### src/rtl/svn_pkg.sv
// Shared constants and the hex-to-glyph decoder for the 7-segment scan driver.
package svn_pkg;

  localparam int unsigned SEG_W = 7;
  localparam logic [SEG_W-1:0] SEG_OFF = 7'h7F;

  // Active-low common-anode glyphs, bit order {a,b,c,d,e,f,g}
  function automatic logic [SEG_W-1:0] hex_to_seg(input logic [3:0] nib);
    logic [SEG_W-1:0] g;
    unique case (nib)
      4'h0: g = 7'b0000001;
      4'h1: g = 7'b1001111;
      4'h2: g = 7'b0010010;
      4'h3: g = 7'b0000110;
      4'h4: g = 7'b1001100;
      4'h5: g = 7'b0100100;
      4'h6: g = 7'b0100000;
      4'h7: g = 7'b0001111;
      4'h8: g = 7'b0000000;
      4'h9: g = 7'b0000100;
      4'hA: g = 7'b0001000;
      4'hB: g = 7'b1100000;
      4'hC: g = 7'b0110001;
      4'hD: g = 7'b1000010;
      4'hE: g = 7'b0110000;
      4'hF: g = 7'b0111000;
      default: g = SEG_OFF;
    endcase
    return g;
  endfunction

endpackage

### src/rtl/svn_scan_drv_if.sv
// Datapath-facing inputs and board-facing display pins of the scan driver.
interface svn_scan_drv_if
  import svn_pkg::*;
#(
  parameter int unsigned NUM_DIGITS = 4
) ();

  logic                      en;
  logic [4*NUM_DIGITS-1:0]   digits;
  logic [NUM_DIGITS-1:0]     dp_in;
  logic [NUM_DIGITS-1:0]     blank;
  logic [SEG_W-1:0]          seg;
  logic                      dp_n;
  logic [NUM_DIGITS-1:0]     an;
  logic                      frame_done;

  modport master (
    output en, digits, dp_in, blank,
    input  seg, dp_n, an, frame_done
  );

  modport slave (
    input  en, digits, dp_in, blank,
    output seg, dp_n, an, frame_done
  );

endinterface

### src/rtl/svn_prescaler.sv
// Slot prescaler: counts 0..DIV_CNT-1 with synchronous clear and a wrap tick.
module svn_prescaler #(
  parameter  int unsigned DIV_CNT = 100000,
  localparam int unsigned CNT_W   = $clog2(DIV_CNT)
) (
  input  logic             clk,
  input  logic             rst_n,
  input  logic             clr,
  output logic [CNT_W-1:0] cnt,
  output logic             tick_c
);

  localparam logic [CNT_W-1:0] CNT_LAST = CNT_W'(DIV_CNT - 1);

  assign tick_c = !clr && (cnt == CNT_LAST);

  always_ff @(posedge clk or negedge rst_n) begin
    if (!rst_n) begin
      cnt <= '0;
    end else if (clr || (cnt == CNT_LAST)) begin
      cnt <= '0;
    end else begin
      cnt <= cnt + CNT_W'(1);
    end
  end

endmodule

### src/rtl/svn_scan_drv.sv
// Time-multiplexed common-anode 7-segment driver with per-frame shadow and guard cycles.
// Optional leading-zero blanking: define SVN_LEADING_ZERO_BLANK_EN.
module svn_scan_drv
  import svn_pkg::*;
#(
  parameter int unsigned NUM_DIGITS = 4,
  parameter int unsigned DIV_CNT    = 100000,
  parameter int unsigned GUARD      = 2
) (
  input logic           clk,
  input logic           rst_n,
  svn_scan_drv_if.slave bus
);

  localparam int unsigned      IDX_W     = (NUM_DIGITS > 1) ? $clog2(NUM_DIGITS) : 1;
  localparam int unsigned      CNT_W     = $clog2(DIV_CNT);
  localparam logic [IDX_W-1:0] IDX_LAST  = IDX_W'(NUM_DIGITS - 1);
  localparam logic [CNT_W-1:0] GUARD_END = CNT_W'(GUARD);

  logic [CNT_W-1:0]        cnt;
  logic                    tick_c;
  logic                    wrap_c;
  logic [IDX_W-1:0]        idx;

  logic [4*NUM_DIGITS-1:0] sh_digits;
  logic [NUM_DIGITS-1:0]   sh_dp;
  logic [NUM_DIGITS-1:0]   sh_blank;
  logic [NUM_DIGITS-1:0]   eff_blank_c;

  logic [3:0]              cur_nib_c;
  logic                    cur_dp_c;
  logic                    cur_blank_c;
  logic [NUM_DIGITS-1:0]   an_sel_c;
  logic                    guard_c;

  logic [SEG_W-1:0]        seg_q;
  logic                    dp_n_q;
  logic [NUM_DIGITS-1:0]   an_q;
  logic                    frame_done_q;

  svn_prescaler #(
    .DIV_CNT (DIV_CNT)
  ) u_prescaler (
    .clk    (clk),
    .rst_n  (rst_n),
    .clr    (!bus.en),
    .cnt    (cnt),
    .tick_c (tick_c)
  );

  assign wrap_c  = tick_c && (idx == IDX_LAST);
  assign guard_c = (cnt < GUARD_END);

  // Digit index and shadow; shadow tracks inputs while idle and reloads only at frame wrap
  always_ff @(posedge clk or negedge rst_n) begin
    if (!rst_n) begin
      idx       <= '0;
      sh_digits <= '0;
      sh_dp     <= '0;
      sh_blank  <= '0;
    end else begin
      if (!bus.en) begin
        idx <= '0;
      end else if (tick_c) begin
        idx <= wrap_c ? '0 : idx + IDX_W'(1);
      end
      if (!bus.en || wrap_c) begin
        sh_digits <= bus.digits;
        sh_dp     <= bus.dp_in;
        sh_blank  <= bus.blank;
      end
    end
  end

`ifdef SVN_LEADING_ZERO_BLANK_EN
  logic [NUM_DIGITS-1:0] lz_c;

  // Digit i>0 goes dark when it and every more-significant shadow nibble is zero
  always_comb begin : lz_mask
    logic zero_above;
    zero_above = 1'b1;
    lz_c       = '0;
    for (int i = int'(NUM_DIGITS) - 1; i > 0; i--) begin
      zero_above = zero_above && (sh_digits[4*i +: 4] == 4'h0);
      lz_c[i]    = zero_above;
    end
  end

  assign eff_blank_c = sh_blank | lz_c;
`else
  assign eff_blank_c = sh_blank;
`endif

  always_comb begin : digit_mux
    cur_nib_c   = 4'h0;
    cur_dp_c    = 1'b0;
    cur_blank_c = 1'b0;
    an_sel_c    = '1;
    for (int i = 0; i < int'(NUM_DIGITS); i++) begin
      if (idx == IDX_W'(i)) begin
        cur_nib_c   = sh_digits[4*i +: 4];
        cur_dp_c    = sh_dp[i];
        cur_blank_c = eff_blank_c[i];
        an_sel_c[i] = 1'b0;
      end
    end
  end

  // Pin registers: one cycle behind idx/cnt, dark whenever the scan is disabled
  always_ff @(posedge clk or negedge rst_n) begin
    if (!rst_n) begin
      an_q         <= '1;
      seg_q        <= SEG_OFF;
      dp_n_q       <= 1'b1;
      frame_done_q <= 1'b0;
    end else begin
      frame_done_q <= wrap_c;
      if (!bus.en) begin
        an_q   <= '1;
        seg_q  <= SEG_OFF;
        dp_n_q <= 1'b1;
      end else begin
        an_q   <= guard_c ? '1 : an_sel_c;
        seg_q  <= cur_blank_c ? SEG_OFF : hex_to_seg(cur_nib_c);
        dp_n_q <= !cur_dp_c;
      end
    end
  end

  assign bus.an         = an_q;
  assign bus.seg        = seg_q;
  assign bus.dp_n       = dp_n_q;
  assign bus.frame_done = frame_done_q;

endmodule

### src/flat_wrapper.sv
// flat-port wrapper written by rule: the top's interface ports become plain ports
module svn_scan_drv_flat import svn_pkg::*;
#(
  parameter int unsigned NUM_DIGITS = 4,
  parameter int unsigned DIV_CNT    = 100000,
  parameter int unsigned GUARD      = 2
)
  (clk, rst_n, bus_en, bus_digits, bus_dp_in, bus_blank, bus_seg, bus_dp_n, bus_an, bus_frame_done);
  svn_scan_drv_if #(.NUM_DIGITS(NUM_DIGITS)) bus_i ();
  input logic clk;
  input logic rst_n;
  input wire logic [$bits(bus_i.en)-1:0] bus_en;
  input wire logic [$bits(bus_i.digits)-1:0] bus_digits;
  input wire logic [$bits(bus_i.dp_in)-1:0] bus_dp_in;
  input wire logic [$bits(bus_i.blank)-1:0] bus_blank;
  output wire logic [$bits(bus_i.seg)-1:0] bus_seg;
  output wire logic [$bits(bus_i.dp_n)-1:0] bus_dp_n;
  output wire logic [$bits(bus_i.an)-1:0] bus_an;
  output wire logic [$bits(bus_i.frame_done)-1:0] bus_frame_done;
  assign bus_i.en = bus_en;
  assign bus_i.digits = bus_digits;
  assign bus_i.dp_in = bus_dp_in;
  assign bus_i.blank = bus_blank;
  assign bus_seg = bus_i.seg;
  assign bus_dp_n = bus_i.dp_n;
  assign bus_an = bus_i.an;
  assign bus_frame_done = bus_i.frame_done;
  svn_scan_drv #(.NUM_DIGITS(NUM_DIGITS), .DIV_CNT(DIV_CNT), .GUARD(GUARD)) u_core (.clk(clk), .rst_n(rst_n), .bus(bus_i));
endmodule
### config.mk
export PLATFORM = sky130hd
export DESIGN_NAME = svn_scan_drv_flat
export DESIGN_NICKNAME = d
export VERILOG_FILES = /design/src/rtl/svn_pkg.sv /design/src/rtl/svn_scan_drv_if.sv /design/src/rtl/svn_prescaler.sv /design/src/rtl/svn_scan_drv.sv /design/src/flat_wrapper.sv
export SDC_FILE = /design/constraint.sdc
export NUM_CORES = 1
export LEC_CHECK = 0
export BUFFER_PORTS_ARGS = -buffer_cell sky130_fd_sc_hd__buf_2
export CAP_MARGIN = 15
export CORE_MARGIN = 5
export CORE_UTILIZATION = 30
export CTS_CLUSTER_SIZE = 30
export DETAILED_ROUTE_END_ITERATION = 8
export GPL_TIMING_DRIVEN = 0
export PLACE_DENSITY_LB_ADDON = 0.2
export SLEW_MARGIN = 30
export SYNTH_ARGS = -nofsm -noshare
export SYNTH_HDL_FRONTEND = slang
export SYNTH_SLANG_ARGS = --single-unit
export TNS_END_PERCENT = 5
### constraint.sdc
create_clock -name clk -period 6.3 [get_ports clk]
set_input_delay 0.63 -clock clk [delete_from_list [all_inputs] [get_ports clk]]
set_output_delay 0.63 -clock clk [all_outputs]
set_load 0.005 [all_outputs]
Word level (Yosys, flattened, before mapping)
Memory sizes are Yosys's and may differ from the RTL's.
Index checks and enable logic that the tools add are counted.
Cells by class
  add/sub/neg operators: 2
  $lt $le $gt $ge: 1
  equality and inequality tests: 5
  multiplexer cells: 25
  reductions and logical operators: 7
Operators with widths (number)
  $mux 4: 6
  $add 17x1->17 const B: 1
  $eq 17x17->1 const B: 1
  $lt 17x2->1 const B: 1
  $mux 17: 1
  $mux 7: 2
  $mux 1: 13
  $mux 2: 3
  $eq 2x2->1 const B: 2
  $add 2x1->2 const B: 1
  $eq 2x1->1 const B: 1
  $logic_and 1x1->1: 2
  $logic_not 1->1: 2
  $logic_not 2->1: 1
  $logic_or 1x1->1: 2
  $ne 2x1->1 const B: 1
Storage, ports and cells
  flip-flop bits (word level): 56
  memory bits (read-only): 112
  bits of input ports: 27
  logic and storage cells: 50
  memories kept: 1
Memory list
  (name not given): words 16, width 7, read ports 1, clocked after memory_dff 0, write ports 0, line svn_pkg.sv:10  | unique case (nib)

Longest topological paths before layout
An unclocked memory read counts as a cell.
  depth after elaboration: 8
  mapped depth: 11
  gate-level depth less buffers: 10

Hierarchy
From an unflattened synthesis, not the netlist that was laid out.
Unflattened totals
  cells, all modules: 246
  area total of the unflattened synthesis: 2807.7 µm²
Modules (own cells, without submodules)
  svn_scan_drv: instances 1, cells an instance 159, area each 1959.4 µm², sequential area each 991.0 µm²
  svn_prescaler: instances 1, cells an instance 87, area each 848.3 µm², sequential area each 425.4 µm²

Least setup slack after synthesis
No wires, ideal clock.
  path type: register -> register
  start point: reg u_core.idx[0]
  end point: reg u_core.seg_q[6], in the netlist u_core.bus.seg[6]
  library setup time: 0.099 ns
  data arrival time: 2.223 ns
  data required time: 6.201 ns
  path slack: 3.979 ns
  cell stages (with the launch flop): 11
  buffers on the path: 1
  period minus slack after synthesis: 2.321 ns
  cells stage by stage: dfrtp_1 ha_1 buf_2 nor2b_1 a22oi_1 a21oi_1 inv_1 ha_1 or3_1 o31ai_1 o21ai_0
Between the ends
  cells in the longest elaborated chain, start to end: 8
Ends and longest elaborated chain
  from (decl): line svn_scan_drv.sv:23  | logic [IDX_W-1:0] idx;
  from (signal assigned): line svn_scan_drv.sv:65  | idx <= wrap_c ? '0 : idx + IDX_W'(1);
  $logic_not 2->1: line svn_scan_drv.sv:100  | if (idx == IDX_W'(i)) begin
  $mux 4 (4 in series): line svn_scan_drv.sv:100
  $mem_v2 16x7
  $mux 7 *: line svn_scan_drv.sv:124  | seg_q <= cur_blank_c ? SEG_OFF : hex_to_seg(cur_nib_c);
  $mux 7 *: line svn_scan_drv.sv:118  | if (!bus.en) begin
  to (signal assigned): line svn_scan_drv.sv:124
  to (decl): line svn_scan_drv.sv:36  | logic [SEG_W-1:0] seg_q;
Every way passes the cells marked *; elsewhere a longest branch is shown, timed or not.
A chain may end at the register's enable or synchronous reset.

Worst setup path in the final report
  start point: reg u_core.idx[1]
  end point: reg u_core.seg_q[6], in the netlist u_core.bus.seg[6]
Same word-level chain as after synthesis.

==> out/summary.md <==
- clock-pin slew reported for the worst setup and hold paths after clock tree synthesis: 0.11 ns
- Critical Path End Type: flip-flop
- Post-CTS Resized: 0
- hold_ws: 0.350 ns
- count of H-tree levels built during CTS: 2
- Max IR drop VDD: 0.0000993 V
- routed len/inst: 15.0 um
- Diodes inserted: 0
- Main synth FF type: dfrtp_1
- starting DRC count in detailed routing: 92
- die area: 11,400 um^2
- post-synthesis area per instance: 11.7 um^2
- leftover overflow at the end of global routing: 0
- sequential element share of the synthesized area: 0.504
- Area contributors post-synth: dfrtp_1, dfstp_2, mux2_4, ha_1, nand2_1
- Routability Congestion: 0.800
- fin crit period: 2.78 ns
- Final Util: 0.352
- pin count of the biggest net entering global routing: 57
- total CTS buffers: 5
- crit start category: flip-flop
- sequence of cells on the critical path: inv_1 -> ha_1 -> buf_2 -> nor2b_1 -> a22oi_1 -> a21oi_1 -> inv_1 -> ha_1 -> or3_1 -> o31ai_1 -> o21ai_0
- Area growth, synth to finish: 15.2%
- cell family contributing the most delay on the critical path: compound AO/OA/AOI/OAI gates
- period utilisation layout: 0.441
- maximum fanout along the worst path: 10
- sequential fraction of design power: 0.566
- Global Route Usage Sum: 0.112
- clock network latency to the later pin of the worst-skew pair: 0.31 ns
- number of global-route vias before repair: 1,917
- number of buffers inserted by port buffering: 38
- max_slew headroom: 0.524
- Power Internal: 517 uW
- run status: complete, no violations
- r2r setup slk: 3.52 ns
- aggregate negative setup slack: 0 ns
- layout cells sized above 1: 0.322
- net switching share of the total power: 0.265
- critical path class: reg -> reg
- YS warnings: 0
- number of synthesized flops with an enable pin: 0
- number of design rule violations left after detail routing: 0
- number of sinks handled by clock tree synthesis: 56
- via count: 1,895
- share of Yosys cell area claimed by the top area cell type: 0.392
- library cell with the largest summed area after synthesis: dfrtp_1
- max-slew violation total from the final report: 0
- Max Clock Skew: 0.0183 ns
- height of the die: 107 um
- number of buffer and inverter stages on the critical path: 3
- cell leakage power: 1.45 nW
- first-pass GRT wire length: 10,200 um
- Pre-Repair DR Iteration Count: 4
- width of the chip: 107 um
- Clock Path Buffers: 2
- post-CTS setup repair buffer count: 0
- biggest cell delay along the critical path: 0.41 ns
- number of antenna violations at the first check in global routing: 0
- final design instance area without fill: 3240 um^2
- final hold violation count: 0
- required time at the worst-slack endpoint: 6.52 ns
- unrepaired setup endpoints after global routing: false
- CTS tree: yes
- Syn Inst Count: 240
- summed instance area of the synthesized netlist: 2810 um^2
- synthesized netlist net count: 278
- proportion of synthesized flip-flops having asynchronous set or reset: 1.00
- DRT antenna net count: 0
- Core Area: 9200 um^2
- Vias/cell: 4.77
- library cells used by synthesis: 49
- Fmax achieved: 0.360 GHz
- total half-perimeter wirelength after legalization and detailed placement: 4200 um
- Placement Cell Area: 3140 um^2
- starting density of the core: 0.306
- clock root buffer master: clkbuf_8
- Final Setup Violations: 0
- FF-to-FF path depth: 11
- data arrival time at the worst-slack endpoint: 3.00 ns
- overall routed net length: 5950 um
- Reg-to-Reg End: u_core.bus.seg[6]$_DFF_PN1_
- total power per unit cell area: 217 nW/um^2
- flop and latch count out of synthesis: 56
- Max Cap Violations: 0
- NetSw: 187 uW
- layout net count: 323
- Critical R2R Launch: u_core.idx[1]$_DFFE_PN0P_
- logic gate share of total power: 0.139
- number of I/O pins: 40
- placement row count: 35
- transition time of the tightest slew-check pin: 0.713 ns
- share of power burned in the clock network: 0.295
- CP max-delay cell: dfrtp_1
- type of the worst min-delay path: in -> async
- hold bufs inserted after CTS: 0
[layer usage]
metal | up-vias | track usage | part of all wire
met5 | - | 0 | 0
met4 | 0 | 0.0329 | 0.0079
met3 | 2 | 0.0271 | 0.047
met2 | 35 | 0.156 | 0.42
met1 | 919 | 0.170 | 0.53
li1 | 939 | - | -
[cell families (layout without fill, tap and decap cells)]
logic type	Yosys count	after routing	synth area share
AO/OA/AOI/OAI	30	30	0.0908
XOR/XNOR	15	15	0.0467
adder cells (fa/ha/maj)	11	11	0.0490
buffers and inverters	15	61	0.0267
flip-flops	56	56	0.504
multiplexers	27	27	0.130
AND/OR/NAND/NOR	86	86	0.153
[layout make-up]
class | count | area, um^2
plain buffers | 7 | 45.0
multi-input cells | 169 | 1320
repair buffers | 38 | 193
fillers | 959 | 5960
clock buffers | 5 | 68.8
well taps | 111 | 139
inverters | 8 | 30.0
flip-flops and latches | 56 | 1420
clock inverters | 3 | 26.3
[how the worst max path moves through the flow]
stage	from	end	slack, ns	cells after the start
2_1_floorplan	u_core.idx[0]$_DFFE_PN0P_	u_core.bus.seg[6]$_DFF_PN1_	3.98	10
3_3_place_gp	u_core.idx[1]$_DFFE_PN0P_	u_core.bus.seg[6]$_DFF_PN1_	3.52	11
3_5_place_dp	u_core.idx[1]$_DFFE_PN0P_	u_core.bus.seg[6]$_DFF_PN1_	3.54	11
4_1_cts	u_core.idx[1]$_DFFE_PN0P_	u_core.bus.seg[6]$_DFF_PN1_	3.51	11
5_1_grt	u_core.idx[1]$_DFFE_PN0P_	u_core.bus.seg[6]$_DFF_PN1_	3.21	11
6_report	u_core.idx[1]$_DFFE_PN0P_	u_core.bus.seg[6]$_DFF_PN1_	3.52	11
[flip-flops by register name, indices dropped and copies added (netlist names), 2 cells and up]
register                flops
u_core.bus.seg              7
u_core.sh_digits           16
u_core.sh_dp                4
u_core.idx                  2
u_core.u_prescaler.cnt     17
u_core.eff_blank_c          4
u_core.bus.an               4
[Yosys cell counts (all sizes together) (3+ instances only)]
cell   instances
dfrtp         44
nand2         24
mux2          23
nor2          22
dfstp         12
ha            11
nand3         10
inv            8
xor2           8
xnor2          7
a21oi          5
buf            5
nor2b          5
and3           4
mux2i          4
nor3           4
nand4          3
nor4           3
or3            3
[cells in the final DEF (no fill, tap or decap), types with 5 or more instances in the layout]
cell type	n
mux2_2	5
nor2_1	22
nand2_1	23
buf_2	40
ha_1	11
nand3_1	10
a21oi_1	5
clkbuf_8	5
inv_1	8
dfrtp_1	44
nor2b_1	5
dfstp_2	12
mux2_4	18
xor2_1	8
xnor2_1	7
[power groups by stage]
| stage | clock, mW | combinational (mW) | sequential [mW] |
|---|---|---|---|
| 3_5_place_dp | 0 | 0.0988 | 0.405 |
| 2_1_floorplan | 0 | 0.0646 | 0.402 |
| 5_1_grt | 0.231 | 0.110 | 0.401 |
| 3_3_place_gp | 0 | 0.0985 | 0.405 |
| 6_report | 0.207 | 0.0979 | 0.398 |
| 4_1_cts | 0.221 | 0.0999 | 0.398 |
[metrics by stage]
stage	power (mW)	setup slack [ns]	cells
after detailed placement	0.504	3.54	389
after global routing	0.743	3.21	397
after global placement	0.503	3.52	389
final	0.703	3.52	397
after floorplan	0.467	3.98	240
after CTS	0.719	3.51	397
[worst reg2reg max path: cells and delay by family (launching register included)]
kind / cells / cell delay, ns
compound gates: 4 / 0.72
simple gates: 2 / 0.68
flops: 1 / 0.41
buf+inv: 3 / 0.44
fa+ha+maj: 2 / 0.43
Note: power is estimated with default switching activity, not from simulation.
